## config.mk

```make
export PLATFORM = sky130hd
export DESIGN_NAME = instr_fetch_stage
export DESIGN_NICKNAME = d
export VERILOG_FILES = /design/src/rtl/instr_fetch_stage.sv
export SDC_FILE = /design/constraint.sdc
export NUM_CORES = 1
export LEC_CHECK = 0
export BUFFER_PORTS_ARGS = -buffer_cell sky130_fd_sc_hd__buf_2
export CORE_UTILIZATION = 46
export DETAILED_ROUTE_END_ITERATION = 12
export HOLD_SLACK_MARGIN = 0.08
export PLACE_DENSITY_LB_ADDON = 0.12
export SLEW_MARGIN = 10
export SYNTH_ARGS = -nofsm -noshare
export SYNTH_HDL_FRONTEND = slang
export SYNTH_SLANG_ARGS = --single-unit
```

## constraint.sdc

```tcl
create_clock -name clk -period 2.8 [get_ports clk]
set_input_delay 0.14 -clock clk [delete_from_list [all_inputs] [get_ports clk]]
set_output_delay 0.14 -clock clk [all_outputs]
set_load 0.01 [all_outputs]
```

## src/rtl/instr_fetch_stage.sv

```systemverilog
// rtl/instr_fetch_stage.sv - MIPS instruction-fetch stage with IF/ID pipeline register
//
// Purpose: holds the PC, issues word fetches over a req/ready handshake and
// latches each returned instruction with PC+4 into IF/ID. A one-entry skid
// buffer catches a response that arrives while decode is stalled. Branch
// redirects and flushes kill the IF/ID contents.
//
// Optional feature: define FETCH_TIMEOUT_EN to build the wait-state counter
// that raises the sticky fetch_fault flag after TIMEOUT_CYCLES unanswered
// request cycles. Without it fetch_fault is constant 0.
//
// Ports:
//   clk, rst_n                 clock (rising edge), async active-low reset
//   imem_req/imem_addr         fetch request and word-aligned address
//   imem_ready/imem_rdata      response strobe and instruction word
//   stall, flush               decode back-pressure and IF/ID kill
//   branch_taken/branch_target redirect request and address
//   if_id_valid/instr/pc_plus4 IF/ID register contents
//   if_id_imm                  if_id_instr[15:0] for the sign extender
//   fetch_fault                sticky fetch timeout flag
module instr_fetch_stage #(
    parameter logic [31:0] RESET_PC       = 32'h0000_0000,
    parameter int unsigned TIMEOUT_CYCLES = 16
) (
    input  logic        clk,
    input  logic        rst_n,
    output logic        imem_req,
    output logic [31:0] imem_addr,
    input  logic        imem_ready,
    input  logic [31:0] imem_rdata,
    input  logic        stall,
    input  logic        flush,
    input  logic        branch_taken,
    input  logic [31:0] branch_target,
    output logic        if_id_valid,
    output logic [31:0] if_id_instr,
    output logic [31:0] if_id_pc_plus4,
    output logic [15:0] if_id_imm,
    output logic        fetch_fault
);

    typedef enum logic [1:0] {
        ST_BOOT  = 2'd0,
        ST_FETCH = 2'd1,
        ST_HOLD  = 2'd2
    } state_e;

    state_e      state_q, state_d;
    logic [31:0] pc_q, pc_d;
    logic        valid_q, valid_d;
    logic [31:0] instr_q, instr_d;
    logic [31:0] pc4_q, pc4_d;
    logic [31:0] skid_instr_q, skid_instr_d;
    logic [31:0] skid_pc4_q, skid_pc4_d;
    logic [31:0] pc_plus4;

    // Target low bits are forced to zero; they are intentionally ignored.
    logic unused_tgt_bits;
    assign unused_tgt_bits = ^branch_target[1:0];

    // Wraps modulo 2^32 with no flag.
    assign pc_plus4 = pc_q + 32'd4;

    always_comb begin
        state_d      = state_q;
        pc_d         = pc_q;
        valid_d      = valid_q;
        instr_d      = instr_q;
        pc4_d        = pc4_q;
        skid_instr_d = skid_instr_q;
        skid_pc4_d   = skid_pc4_q;
        imem_req     = (state_q == ST_FETCH);
        imem_addr    = pc_q;

        if (branch_taken) begin
            // Any outstanding response is dropped, even if ready this cycle.
            pc_d    = {branch_target[31:2], 2'b00};
            valid_d = 1'b0;
            state_d = ST_FETCH;
        end else begin
            case (state_q)
                ST_BOOT: begin
                    state_d = ST_FETCH;
                    if (flush) valid_d = 1'b0;
                end
                ST_FETCH: begin
                    if (flush) begin
                        // PC is not advanced, so a response arriving now is
                        // simply fetched again next cycle.
                        valid_d = 1'b0;
                    end else if (imem_ready && !stall) begin
                        instr_d = imem_rdata;
                        pc4_d   = pc_plus4;
                        valid_d = 1'b1;
                        pc_d    = pc_plus4;
                    end else if (imem_ready) begin
                        skid_instr_d = imem_rdata;
                        skid_pc4_d   = pc_plus4;
                        state_d      = ST_HOLD;
                    end else if (!stall) begin
                        valid_d = 1'b0;
                    end
                end
                ST_HOLD: begin
                    if (flush) begin
                        // Skid contents discarded; refetch the same PC.
                        valid_d = 1'b0;
                        state_d = ST_FETCH;
                    end else if (!stall) begin
                        instr_d = skid_instr_q;
                        pc4_d   = skid_pc4_q;
                        valid_d = 1'b1;
                        pc_d    = skid_pc4_q;
                        state_d = ST_FETCH;
                    end
                end
                default: state_d = ST_BOOT;
            endcase
        end
    end

    always_ff @(posedge clk or negedge rst_n) begin
        if (!rst_n) begin
            state_q      <= ST_BOOT;
            pc_q         <= RESET_PC;
            valid_q      <= 1'b0;
            instr_q      <= 32'h0;
            pc4_q        <= 32'h0;
            skid_instr_q <= 32'h0;
            skid_pc4_q   <= 32'h0;
        end else begin
            state_q      <= state_d;
            pc_q         <= pc_d;
            valid_q      <= valid_d;
            instr_q      <= instr_d;
            pc4_q        <= pc4_d;
            skid_instr_q <= skid_instr_d;
            skid_pc4_q   <= skid_pc4_d;
        end
    end

    assign if_id_valid    = valid_q;
    assign if_id_instr    = instr_q;
    assign if_id_pc_plus4 = pc4_q;
    assign if_id_imm      = instr_q[15:0];

`ifdef FETCH_TIMEOUT_EN
    logic [15:0] wait_cnt_q, wait_cnt_d;
    logic        fault_q, fault_d;

    always_comb begin
        wait_cnt_d = wait_cnt_q;
        if (branch_taken || imem_ready) begin
            wait_cnt_d = 16'h0;
        end else if (state_q == ST_FETCH && wait_cnt_q != 16'hFFFF) begin
            wait_cnt_d = wait_cnt_q + 16'd1;
        end
        fault_d = fault_q | (wait_cnt_d == 16'(TIMEOUT_CYCLES));
    end

    always_ff @(posedge clk or negedge rst_n) begin
        if (!rst_n) begin
            wait_cnt_q <= 16'h0;
            fault_q    <= 1'b0;
        end else begin
            wait_cnt_q <= wait_cnt_d;
            fault_q    <= fault_d;
        end
    end

    assign fetch_fault = fault_q;
`else
    // No counter built; the parameter is referenced only so both builds
    // share one parameter list.
    assign fetch_fault = 1'b0 && (TIMEOUT_CYCLES == 0);
`endif

endmodule

```

* Yosys cells after proc, flatten, opt, wreduce, memory -nomap -nowiden *
Cells that the tools add are included.

cells by class
  add/subtract/negate cells = 1
  multipliers = 0
  div/mod/pow operators = 0
  order comparisons = 0
  equal/unequal tests = 16
  shifts and indexed selects = 0
  multiplexer cells = 27
  bitwise gates (word level) = 3
  reduce and logical (&&, ||, !) cells = 11

operators by type and width
  operator                                                          count
  32-bit two-way mux                                                9
  32-bit case mux with 2 select lines                               2
  32-bit by 3-bit adder with 32-bit output (second input constant)  1
  5-bit AND reduction                                               3
  2-bit two-way mux                                                 6
  3-bit != test (second input constant)                             4
  5-bit by 2-bit != test with 1-bit output (second input constant)  2
  1-bit two-way mux                                                 8
  2-bit != test (second input constant)                             3
  3-bit by 1-bit != test with 1-bit output (second input constant)  2
  2-bit case mux with 3 select lines                                1
  6-bit AND reduction                                               1
  4-bit != test (second input constant)                             1
  4-bit AND reduction                                               1
  4-bit nonzero test                                                1
  3-bit by 2-bit != test with 1-bit output (second input constant)  1
  1-bit inverter                                                    3
  1-bit case mux with 3 select lines                                1
  3-bit nonzero test                                                1
  2-bit by 1-bit == test with 1-bit output (second input constant)  1
  2-bit == test (second input constant)                             1
  2-bit logical NOT                                                 1
  2-bit by 1-bit != test with 1-bit output (second input constant)  1
  2-bit nonzero test                                                1
  other kinds (2)                                                   2

word-level totals
  bits in registers = 163
  latch bits = 0
  memory bits (writable) = 0
  memory bits (read-only) = 0
  input port bits = 70
  output and inout port bits = 115
  word-level logic and storage cells = 65
  memories kept = 0

* Depth between registers and ports, before layout *
  depth in word-level cells = 6
  depth in mapped cells = 10
  gate-level depth less buffers = 7

* Least setup slack after synthesis *
No wires, ideal clock.

  path kind = register to register
  from = reg pc_q[2], in the netlist imem_addr[2]
  to = reg pc4_q[26], in the netlist if_id_pc_plus4[26]
  library setup time = 0.121 ns
  arrival time = 2.205 ns
  data required time = 2.679 ns
  slack = 0.474 ns
  stages on the path, launching flop included = 9
  path buffers = 2
  clock period less this slack = 2.326 ns
  path through = dfrtp_1 -> ha_1 -> nand2_1 -> or4_1 -> clkbuf_1 -> clkbuf_1 -> o31ai_1 -> nand3_1 -> a22o_1

on the way
  cells in the longest elaborated chain, start to end = 4

RTL lines
  what                                      RTL line  text
  start, declared                           49        logic [31:0] pc_q, pc_d;
  start signal, assigned                    133       pc_q <= pc_d;
  32-bit by 3-bit adder with 32-bit output  62        assign pc_plus4 = pc_q + 32'd4;
  32-bit two-way mux                        91        end else if (imem_ready && !stall) begin
  32-bit two-way mux                        87        if (flush) begin
  32-bit case mux with 2 select lines       81        case (state_q)
  end signal, assigned                      136       pc4_q <= pc4_d;
  end, declared                             52        logic [31:0] pc4_q, pc4_d;

No other way between the ends. The select of a mux whose other input is x is not followed.
A chain may end at the register's enable or synchronous reset.

* Worst setup path in the final report *
  from = reg pc_q[2], in the netlist imem_addr[2]
  to = reg pc4_q[28], in the netlist if_id_pc_plus4[28]

Same word-level chain as after synthesis.

==> flow_metrics.env <==
export IMPL_outcome="completed"
export IMPL_grt_first_pass_wirelength_um=34140
export IMPL_ff2ff_path_depth=6
export IMPL_effective_utilization_at_floorplan_pct=47.77
export IMPL_number_of_synthesized_register_bits=163
export IMPL_routedWlPerCell_um=17.19
export IMPL_boundaryPins=185
export IMPL_crit_path_end_kind="flip-flop"
export IMPL_clockRootBuffer="clkbuf_16"
export IMPL_mappedNetlistNets=881
export IMPL_die_y_um=134.2
export IMPL_setup_violations_final=0
export IMPL_worstHoldPathCells=4
export IMPL_postLayoutCellArea_sq_mm=0.01032
export IMPL_critical_path_startpoint_type="flip-flop"
export IMPL_min_delay_start="flush"
export IMPL_final_period_minus_worst_setup_slack_ns=2.578
export IMPL_numPortBuffers=181
export IMPL_post_synth_inst_count=806
export IMPL_worstHoldEndpoint="if_id_valid"
export IMPL_arrival_ns=2.89
export IMPL_synth_warning_count=0
export IMPL_overflow=0
export IMPL_required_ns=3.11
export IMPL_clk_insertion_delay_late_ns=0.42
export IMPL_detailed_routed_wire_length_on_met2_um=10520
export IMPL_synth_edff_count=0
export IMPL_syn2layout_area_growth_pct=28.45
export IMPL_detailroute_via_count=6733
export IMPL_yosysUniqueCellTypes=57
export IMPL_synth_seq_area_share_pct=50.77
export IMPL_drv_cap=0
export IMPL_finClkSkew_ns=0.007805
export IMPL_cts_tree="done"
export IMPL_vias_in_the_first_global_route=6554
export IMPL_numPlacedInstances=1160
export IMPL_h_tree_depth=4
export IMPL_reg2reg_setup_slack_ns=0.22
export IMPL_drt_wl_total_um=21440
export IMPL_route_detailed_drc=0
export IMPL_total_leakage_power_nw=4.681
export IMPL_clk_pin_slew_ns=0.06
export IMPL_crit_type="flip-flop to flip-flop"
export IMPL_crit_path_max_fanout=14
export IMPL_fmaxAchievable_mhz=387.8
export IMPL_die_area_sq_mm=0.01800
export IMPL_antenna_found_initial=0
export IMPL_top_signal_layer_used="met4"
export IMPL_place_area_sq_mm=0.009179
export IMPL_syn_area_per_cell_sq_um=9.968
export IMPL_holdBufCountCts=55
export IMPL_maximum_number_of_pins_on_one_net_before_global_route_repair=83
export IMPL_number_of_clock_buffers_inserted_by_tritoncts=17
export IMPL_max_slew_margin_rel_pct=46.08
export IMPL_avgViaCountPerCell=5.399
export IMPL_drt_met1_wl_um=9456
export IMPL_numClockSinks=163
export IMPL_drt_first_iter_violations=408
export IMPL_ir_drop_uv=511.3
export IMPL_final_instance_count_excl_fill=1247
export IMPL_fin_crit_sh_pct=92.09
export IMPL_reg2reg_to="if_id_pc_plus4[28]"
export IMPL_layout_nets=1089
export IMPL_ctsResizeCount=0
export IMPL_slew_viol_final=0
export IMPL_tightestPinTransition_ns=0.8089
export IMPL_post_cts_setup_buffer_count=0
export IMPL_wl_met3_um=1273
export IMPL_detail_route_first_pass_iterations=5
export IMPL_ant_nets=0
export IMPL_dominantRegCellSynth="dfrtp_1"
export IMPL_layout_drive_gt1_share_pct=29.02
export IMPL_floorplan_die_width_um=134.2
export IMPL_gp_congestion=0.8045
export IMPL_synth_top_cells_by_area="dfrtp_1 (51%), mux2_2 (6.7%), mux2i_1 (5.4%)"
export IMPL_antenna_cells_inserted=0
export IMPL_worstReg2RegStart="imem_addr[2]"
export IMPL_totalNegativeSetupSlack_ns=0
export IMPL_synth_largest_type_area_fraction_pct=50.77
export IMPL_worst_hold_path_type="primary input to flip-flop"
export IMPL_yosysTopAreaCell="dfrtp_1"
export IMPL_rsz0062_at_grt="false"
export IMPL_cts_path_max_buffers=2
export IMPL_gr_usage_all_layers_pct=24.40
export IMPL_row_count=47
export IMPL_p_per_area_mw_per_mm2=961.6
export IMPL_layout_filler_cell_count=1484
export IMPL_share_of_flip_flops_with_an_asynchronous_set_or_reset_pct=100.0
export IMPL_core_area_sq_mm=0.01682
export IMPL_synth_area_sq_mm=0.008034
export IMPL_final_hold_vios=0
export IMPL_dpl_hpwl_um=13760
metrics by stage:
stage | hold slack (ns) | setup slack (ns) | total power [mW] | util, %
CTS | 0.09016 | 0.2369 | 9.993 | 61.36
floorplan | -0.1556 | 0.4738 | 6.285 | -
global placement | 0.1820 | 0.3086 | 7.447 | 54.58
global route | 0.1072 | 0.01319 | 10.57 | 61.36
detailed placement | 0.1766 | 0.2313 | 7.558 | 54.58
finish | 0.1053 | 0.2215 | 9.924 | 61.36
registers in the layout, indices dropped and copies added, names as in the netlist:
register and cells:
if_id_instr 32, if_id_pc_plus4 32, imem_addr 32, skid_instr_q 32, skid_pc4_q 32, state_q 2
if_id_valid 1
layout by cell type, fill, tap and decap left out, types with 10 or more instances in the layout:
| cell type | n |
|---|---|
| a21oi_1 | 39 |
| buf_2 | 180 |
| buf_4 | 18 |
| clkbuf_16 | 17 |
| dfrtp_1 | 163 |
| dlygate4sd3_1 | 55 |
| inv_1 | 14 |
| mux2_2 | 48 |
| mux2i_1 | 43 |
| nand2_1 | 87 |
| nand3_1 | 12 |
| nor2_1 | 70 |
| nor3_1 | 15 |
| o21ai_0 | 76 |
| o31ai_1 | 17 |
| xnor2_1 | 10 |
Yosys cell counts (all sizes together), types with 13 or more instances:
cell,count
mux2i,43
a21oi,40
nor3,15
buf,24
nand2,87
o21ai,76
nand3,13
clkbuf,47
o31ai,17
inv,14
nor2,70
dfrtp,163
mux2,48
report_power, final:
group | total [mW] | switching (mW) | leakage (nW) | internal, mW
Combinational | 3.54 | 1.96 | 2.41 | 1.58
Clock | 2.36 | 1.02 | 0.287 | 1.35
Sequential | 4.02 | 0.667 | 1.98 | 3.35
Total | 9.92 | 3.64 | 4.68 | 6.28
per-layer routing:
layer	vias to the layer above	GRT usage (%)
met5	-	0
met3	19	5.745
met2	188	40.90
li1	3272	-
met4	0	5.431
met1	3254	32.16
critical path, stage by stage, from the launching register on:
cell and delay [ns]:
dfrtp_1 0.45, ha_1 0.26, nand2_1 0.12, or4_1 0.80
nor4_1 0.51, nand4_1 0.13, and3_1 0.18
final cells by class:
type	instances	area (sq um)	area share (%)
Multi-Input combinational cell	558	3605	34.93
Inverter	14	52.55	0.5092
Timing Repair Buffer	260	1718	16.65
Tap cell	220	275.3	2.667
Clock inverter	14	151.4	1.467
Sequential cell	163	4079	39.52
Clock buffer	18	439.2	4.256
cells by family after synthesis:
group	synth area share [%]
compound gates	15.04
xor+xnor	1.853
fa+ha+maj	0.7787
buf+inv	4.875
flops	50.77
mux	12.09
other cells	0.04668
simple gates	14.55
how the worst max path moves through the flow:
stage	from	to	slack [ns]	depth (start not counted)
3_3_place_gp	imem_addr[2]	if_id_pc_plus4[28]	0.31	6
5_1_grt	state_q[1]	if_id_instr[23]	0.01	7
2_1_floorplan	imem_addr[2]	if_id_pc_plus4[26]	0.47	8
4_1_cts	state_q[1]	if_id_instr[9]	0.24	7
3_5_place_dp	state_q[1]	if_id_instr[9]	0.23	7
6_report	imem_addr[2]	if_id_pc_plus4[28]	0.22	6
Power figures use the tool's default switching activity.
